### src/rtl/ldtu_stream_decoder_pkg.sv
// ---------------------------------------------------------------------------
// ldtu_stream_decoder_pkg
//   Shared LiTe-DTU output word format: field widths, header codes, sample
//   counts per word type, word-type and FSM encodings, and a saturating
//   increment helper for the error/trailer counters.
//   The encoder side imports the same package, so both ends agree on the
//   format by construction.
// ---------------------------------------------------------------------------
package ldtu_stream_decoder_pkg;

    // Field widths (fixed by the LiTe-DTU output format)
    localparam int WORD_W    = 32;  // encoded word
    localparam int BAS_W     = 6;   // baseline sample
    localparam int SIG_W     = 13;  // signal sample {gain, adc[11:0]}
    localparam int ERR_CNT_W = 8;   // saturating counters
    localparam int HDR_W     = 8;   // header bits the classifier looks at

    // Header codes, left-aligned in the word
    localparam logic [5:0] HDR_SIGNAL  = 6'b001010;  // word[31:26]
    localparam logic [1:0] HDR_BASE    = 2'b01;      // word[31:30]
    localparam logic [3:0] HDR_PART    = 4'b1110;    // word[31:28], n in [27:24]
    localparam logic [3:0] HDR_TRAILER = 4'b1101;    // word[31:28]

    // Samples carried per word type
    localparam logic [2:0] N_BASE     = 3'd5;
    localparam logic [2:0] N_SIGNAL   = 3'd2;
    localparam logic [3:0] N_PART_MAX = 4'd4;

    typedef enum logic [2:0] {
        WT_BAD     = 3'd0,
        WT_BASE    = 3'd1,
        WT_PART    = 3'd2,
        WT_SIGNAL  = 3'd3,
        WT_TRAILER = 3'd4
    } word_type_e;

    typedef enum logic {
        ST_IDLE   = 1'b0,  // no word held
        ST_UNPACK = 1'b1   // word held in the shadow register
    } state_e;

    // Counters stick at all-ones instead of wrapping.
    function automatic logic [ERR_CNT_W-1:0] sat_inc(input logic [ERR_CNT_W-1:0] v);
        return (&v) ? v : v + ERR_CNT_W'(1);
    endfunction

endpackage

### src/rtl/ldtu_header_classify.sv
// ---------------------------------------------------------------------------
// ldtu_header_classify
//   Combinational header decoder for one LiTe-DTU word.
//   Ports:
//     in_hdr     in   HDR_W  top byte of the word, word[31:24]
//     word_type  out  3      BAD / BASE / PART / SIGNAL / TRAILER
//     n_samples  out  3      samples the word carries (0 for TRAILER/BAD)
//   Only the top byte is needed to classify, so only that byte is wired in.
// ---------------------------------------------------------------------------
module ldtu_header_classify
    import ldtu_stream_decoder_pkg::*;
(
    input  logic [HDR_W-1:0] in_hdr,
    output word_type_e       word_type,
    output logic [2:0]       n_samples
);

    always_comb begin
        // NOTE: every output gets a default before any branch so no path
        // leaves it unassigned -- that is what keeps this free of latches.
        word_type = WT_BAD;
        n_samples = 3'd0;

        // Checked in priority order: SIGNAL's 6-bit code is tested first.
        if (in_hdr[7:2] == HDR_SIGNAL) begin
            word_type = WT_SIGNAL;
            n_samples = N_SIGNAL;
        end else if (in_hdr[7:6] == HDR_BASE) begin
            word_type = WT_BASE;
            n_samples = N_BASE;
        end else if (in_hdr[7:4] == HDR_PART) begin
            // A partial word with n outside 1..4 is malformed, stays BAD.
            if (in_hdr[3:0] != 4'd0 && in_hdr[3:0] <= N_PART_MAX) begin
                word_type = WT_PART;
                n_samples = in_hdr[2:0];
            end
        end else if (in_hdr[7:4] == HDR_TRAILER) begin
            word_type = WT_TRAILER;
        end
    end

endmodule

### src/rtl/ldtu_stream_decoder.sv
// ---------------------------------------------------------------------------
// ldtu_stream_decoder
//   Receive end of the LiTe-DTU baseline/signal encoder: unpacks the 32-bit
//   word stream into one 13-bit sample per clock.
//   Ports:
//     CLK           in   1          clock, all logic on posedge
//     reset         in   1          synchronous, active-high
//     in_word       in   WORD_W     encoded word
//     in_valid      in   1          in_word valid
//     in_ready      out  1          word taken when in_valid & in_ready
//     out_sample    out  SIG_W      {gain, adc[11:0]} or zero-extended baseline
//     out_baseline  out  1          sample came from a BASE/PART word
//     out_valid     out  1          out_sample valid
//     out_ready     in   1          sample taken when out_valid & out_ready
//     hdr_err       out  1          sticky unknown-header flag
//     err_cnt       out  ERR_CNT_W  saturating bad-header count
//     trl_cnt       out  ERR_CNT_W  saturating trailer count
//   Datapath: accepted word -> shadow register (shifted right one sample per
//   load) -> output register. rem_q counts samples still in the shadow
//   register, so the next word is taken on the cycle the last one moves to
//   the output register, keeping back-to-back words gapless.
// ---------------------------------------------------------------------------
module ldtu_stream_decoder
    import ldtu_stream_decoder_pkg::*;
(
    input  logic                 CLK,
    input  logic                 reset,
    input  logic [WORD_W-1:0]    in_word,
    input  logic                 in_valid,
    output logic                 in_ready,
    output logic [SIG_W-1:0]     out_sample,
    output logic                 out_baseline,
    output logic                 out_valid,
    input  logic                 out_ready,
    output logic                 hdr_err,
    output logic [ERR_CNT_W-1:0] err_cnt,
    output logic [ERR_CNT_W-1:0] trl_cnt
);

    state_e                 state_q, state_d;
    logic [WORD_W-1:0]      word_q, word_d;          // shadow register
    logic                   sig_q, sig_d;            // shadow holds a SIGNAL word
    logic [2:0]             rem_q, rem_d;            // samples left in shadow
    logic [SIG_W-1:0]       out_sample_q, out_sample_d;
    logic                   out_baseline_q, out_baseline_d;
    logic                   out_valid_q, out_valid_d;
    logic                   hdr_err_q, hdr_err_d;
    logic [ERR_CNT_W-1:0]   err_cnt_q, err_cnt_d;
    logic [ERR_CNT_W-1:0]   trl_cnt_q, trl_cnt_d;

    word_type_e             hdr_type;
    logic [2:0]             hdr_n;
    logic                   accept;
    logic                   load_out;

    ldtu_header_classify u_classify (
        .in_hdr    (in_word[WORD_W-1 -: HDR_W]),
        .word_type (hdr_type),
        .n_samples (hdr_n)
    );

    // Ready when empty, or when the last held sample moves out this cycle.
    assign in_ready = (state_q == ST_IDLE) || (rem_q == 3'd1 && out_ready);
    assign accept   = in_valid && in_ready;
    // The output register takes a new sample whenever it is free or drained.
    assign load_out = (state_q == ST_UNPACK) && (!out_valid_q || out_ready);

    always_comb begin
        state_d        = state_q;
        word_d         = word_q;
        sig_d          = sig_q;
        rem_d          = rem_q;
        out_sample_d   = out_sample_q;
        out_baseline_d = out_baseline_q;
        out_valid_d    = out_valid_q;
        hdr_err_d      = hdr_err_q;
        err_cnt_d      = err_cnt_q;
        trl_cnt_d      = trl_cnt_q;

        if (out_valid_q && out_ready) begin
            out_valid_d = 1'b0;
        end

        if (load_out) begin
            // Sample k=0 always sits in the low bits; shifting the shadow
            // register brings the next one down.
            out_sample_d   = sig_q ? word_q[SIG_W-1:0]
                                   : {{(SIG_W-BAS_W){1'b0}}, word_q[BAS_W-1:0]};
            out_baseline_d = !sig_q;
            out_valid_d    = 1'b1;
            word_d         = sig_q ? (word_q >> SIG_W) : (word_q >> BAS_W);
            rem_d          = rem_q - 3'd1;
            if (rem_q == 3'd1) begin
                state_d = ST_IDLE;
            end
        end

        if (accept) begin
            case (hdr_type)
                WT_BASE, WT_PART, WT_SIGNAL: begin
                    word_d  = in_word;
                    sig_d   = (hdr_type == WT_SIGNAL);
                    rem_d   = hdr_n;
                    state_d = ST_UNPACK;
                end
                WT_TRAILER: begin
                    trl_cnt_d = sat_inc(trl_cnt_q);
                end
                default: begin
                    hdr_err_d = 1'b1;
                    err_cnt_d = sat_inc(err_cnt_q);
                end
            endcase
        end
    end

    // NOTE: sequential state is written with non-blocking assignments only,
    // so every flop samples the pre-edge value of every other flop.
    always_ff @(posedge CLK) begin
        if (reset) begin
            state_q        <= ST_IDLE;
            rem_q          <= 3'd0;
            out_sample_q   <= '0;
            out_baseline_q <= 1'b0;
            out_valid_q    <= 1'b0;
            hdr_err_q      <= 1'b0;
            err_cnt_q      <= '0;
            trl_cnt_q      <= '0;
        end else begin
            state_q        <= state_d;
            rem_q          <= rem_d;
            out_sample_q   <= out_sample_d;
            out_baseline_q <= out_baseline_d;
            out_valid_q    <= out_valid_d;
            hdr_err_q      <= hdr_err_d;
            err_cnt_q      <= err_cnt_d;
            trl_cnt_q      <= trl_cnt_d;
        end
    end

    // NOTE: the shadow register is pure datapath with no reset: it is only
    // read in UNPACK, and reset forces IDLE, which discards whatever it holds.
    always_ff @(posedge CLK) begin
        word_q <= word_d;
        sig_q  <= sig_d;
    end

    assign out_sample   = out_sample_q;
    assign out_baseline = out_baseline_q;
    assign out_valid    = out_valid_q;
    assign hdr_err      = hdr_err_q;
    assign err_cnt      = err_cnt_q;
    assign trl_cnt      = trl_cnt_q;

endmodule

### config.mk
export PLATFORM = sky130hd
export DESIGN_NAME = ldtu_stream_decoder
export DESIGN_NICKNAME = d
export VERILOG_FILES = /design/src/rtl/ldtu_stream_decoder_pkg.sv /design/src/rtl/ldtu_header_classify.sv /design/src/rtl/ldtu_stream_decoder.sv
export SDC_FILE = /design/constraint.sdc
export NUM_CORES = 1
export LEC_CHECK = 0
export ABC_AREA = 1
export BUFFER_PORTS_ARGS = -buffer_cell sky130_fd_sc_hd__buf_2
export CELL_PAD_IN_SITES_DETAIL_PLACEMENT = 1
export CELL_PAD_IN_SITES_GLOBAL_PLACEMENT = 2
export CORE_UTILIZATION = 29
export CTS_CLUSTER_SIZE = 28
export DETAILED_ROUTE_END_ITERATION = 16
export PLACE_DENSITY = 0.77
export SKIP_LAST_GASP = 1
export SLEW_MARGIN = 30
export SYNTH_ARGS = -nofsm -noshare
export SYNTH_HDL_FRONTEND = slang
export SYNTH_HIERARCHICAL = 1
export SYNTH_SLANG_ARGS = --single-unit
### constraint.sdc
create_clock -name CLK -period 2.05 [get_ports CLK]
set_clock_uncertainty 0.1 [all_clocks]
set_input_delay 0 -clock CLK [delete_from_list [all_inputs] [get_ports CLK]]
set_output_delay 0 -clock CLK [all_outputs]
set_load 0.05 [all_outputs]
==> results_dict.tcl <==
set metrics [dict create \
    grt_usage_pct 17.02 \
    clkLatencyLatePin_ns 0.33 \
    hold_viol_final 0 \
    max-cap-violations 0 \
    yosysSeqAreaShare_pct 38.66 \
    io_buffers 68 \
    wl_met3_um 257 \
    drtIter0Drc 144 \
    finish.utilization_pct 40.23 \
    min_period_over_period_pct 90.95 \
    synth.top_cells.by_area "dfxtp_1, nand2_1, o21ai_0" \
    antenna_found_initial 0 \
    top_layer "met4" \
    via_per_inst 4.467 \
    die_width_um 113.4 \
    clock.fmax_mhz 536.3 \
    switching_power_w 0.001202 \
    ys_ff_latch 69 \
    cp.required_ns 2.17 \
    nNetsFinal 707 \
    ios 69 \
    reg2reg_to "out_valid" \
    grt_overflow 0 \
    cts-root-buf "clkbuf_16" \
    sw_frac_of_total_pct 28.88 \
    place_area_um2 4086 \
    cts_made_buffers 9 \
    drt-pass1-iter-count 4 \
    fillerInstances 1582 \
    multi_input_area_um2 1810 \
    ys.warnings.count 6 \
    cts_sinks 69 \
    grt_pass1_wl_mm 17.42 \
    wl_met1_mm 5.225 \
    drv_slew 0 \
    path_clk_slew_ns 0.06 \
    comb_power_share_pct 20.0 \
    gp_congestion 0.7788 \
    die_area_um2 12860 \
    cp_max_fo 12 \
    tns_ns 0 \
    setup_viol 0 \
    rows 40 \
    drive_gt1_share_pct 16.96 \
    syn2layout_area_growth_pct 34.84 \
    synthCells 565 \
    whs_ns 0.05669 \
    min_period_ns 1.864 \
    status "completed" \
    synth_top_area_cell "dfxtp_1" \
    clock_power_share_pct 39.7 \
    p_int_w 0.002960 \
    remaining_drc_errors 0 \
    rrSetupSlack_ns 0.31 \
    cts_tree "built" \
    grt_pass1_vias 3721 \
    fin_area_um2 4852 \
    regArea_um2 1391 \
    htreeDepth 3 \
    dp.cells 785 \
    start_util_pct 29.83 \
    slew_headroom_pct 63.10 \
    wl_met2_mm 4.953 \
    arrival_ns 1.99 \
    core_um2 12060 \
    critPathLaunchType "input pin" \
    dp_hpwl_mm 7.149 \
    r2r_cells 5 \
    p_per_area_nw_per_um2 857.7 \
    final_cells 840 \
    ant_nets 0 \
    regToRegStartpoint "out_valid" \
    syn_avg_cell_area_um2 6.369 \
    rsz0062_at_grt "false" \
    power_frac_seq_pct 40.3 \
    wl_per_cell_um 12.64 \
    synth.distinct_cells 25 \
    critical_path.endpoint "word_q[19]" \
    synth_area_um2 3598 \
    grt_max_degree 49 \
    num_vias 3752 \
    vdd_drop_max_v 0.0002889 \
    power.leakage_nw 2.349 \
    antenna_cells 0 \
    cts_buffer_depth 2 \
    startpoint "in_word[24]" \
    worst_slew_pin_slew_ns 0.5528 \
    yosysTopAreaCellShare_pct 37.83 \
    syn_nets 605 \
    die_y_um 113.4 \
    wirelength_mm 10.61 \
    crit_type "in -> reg" \
    end_kind "flop" \
    hold_path.class "in -> reg" \
]
[final cells by class]
type,instances,area share (%)
multi-input cells,403,37.31
flip-flops and latches,69,28.67
clock buffers,13,5.802
clock inverters,3,0.8252
repair buffers,115,17.66
well taps,168,4.332
inverters,69,5.389
[placed cells by master (no fill, tap or decap), types with 2 or more instances in the layout]
cell             n
dfxtp_1         68
clkbuf_16       12
buf_2           68
nor2_1          65
nand3_2          2
nor2_4           4
buf_4            6
xor2_1           3
o21ai_0         51
inv_1           67
nand2_1        197
nand3_1         28
dlygate4sd3_1   35
nand4_1          4
nor3_1           3
buf_12           3
ha_1             4
nand2_2          3
o21ai_1         12
nor2_2           3
a21oi_1         18
clkbuf_8         2
nand2_4          4
clkinv_2         2
[layer usage]
layer	vias to the layer above	global-route usage, %
li1	1960	-
met1	1728	22.59
met2	52	27.73
met3	12	3.082
met4	0	6.053
met5	-	0
[cell families (layout without fill, tap and decap cells)]
logic type               Yosys count  after routing  synth area share (%)
AND/OR/NAND/NOR                  315            315                 36.58
buffers and inverters             93            200                 11.37
XOR/XNOR                           3              3                0.7303
AO/OA/AOI/OAI                     81             81                 11.27
flip-flops                        69             69                 38.66
adder cells (fa/ha/maj)            4              4                 1.391
[worst max-delay path, stage by stage]
cell and delay, ns:
dlygate4sd3_1 0.54, buf_2 0.15, nor2_1 0.14, nor2_1 0.07
nor2_2 0.14, nand2_1 0.07, nand2_1 0.06, inv_1 0.07
nand2_2 0.11, nand2_4 0.07, nor2_4 0.21, buf_12 0.17
nand2_1 0.06, o21ai_0 0.07, inv_1 0.05
[cell usage after synthesis]
library cell / instances
nor2_1: 66
xor2_1: 3
ha_1: 4
buf_2: 13
inv_2: 1
nor3_1: 4
buf_4: 3
o21ai_0: 51
nand3b_1: 1
a21oi_1: 18
o21ai_1: 12
clkbuf_1: 4
nor2_4: 4
dfxtp_1: 68
inv_1: 67
nor2_2: 2
nand2_1: 197
nand3_2: 1
nand3_1: 29
nand2_2: 3
nand2_4: 4
inv_4: 1
buf_6: 4
edfxtp_1: 1
nand4_1: 4
[power by group through the flow]
stage | Combinational, W | Sequential [W] | Clock, W
3_3_place_gp | 0.000734 | 0.00170 | 0
2_1_floorplan | 0.000500 | 0.00175 | 0
4_1_cts | 0.000814 | 0.00168 | 0.00170
3_5_place_dp | 0.000759 | 0.00170 | 0
5_1_grt | 0.000961 | 0.00170 | 0.00174
6_report | 0.000832 | 0.00168 | 0.00165
[worst min path at each step]
| stage | from | to | slack (ns) | cells past startpoint |
|---|---|---|---|---|
| floorplan | reset | out_sample[6] | -0.03 | 1 |
| global placement | in_word[14] | word_q[14] | 0.10 | 3 |
| detailed placement | in_word[14] | word_q[14] | 0.10 | 3 |
| global route | in_valid | err_cnt[0] | 0.09 | 5 |
| CTS | in_valid | rem_q[1] | 0.03 | 4 |
| finish | in_valid | err_cnt[0] | 0.06 | 5 |
[stage by stage]
step,total power [W],worst slack [ns]
2_1_floorplan,0.002248,0.2983
4_1_cts,0.004191,0.06082
6_report,0.004162,0.1855
3_3_place_gp,0.002436,0.3570
5_1_grt,0.004407,0.003354
3_5_place_dp,0.002463,0.2430
[flip-flops by register name (all words and copies together), names as in the netlist]
| signal | cells |
|---|---|
| state_q | 1 |
| rem_q | 3 |
| trl_cnt | 8 |
| sig_q | 1 |
| out_baseline | 1 |
| err_cnt | 8 |
| word_q | 32 |
| out_sample | 13 |
| hdr_err | 1 |
| out_valid | 1 |
[what timing repair did]
item	in CTS	in global routing
resized for setup	0	4
buffers inserted	0	2
setup endpoints to repair	0	19
endpoints found under the hold margin	44	0
hold buffers	35	0
Power figures use the tool's default switching activity.
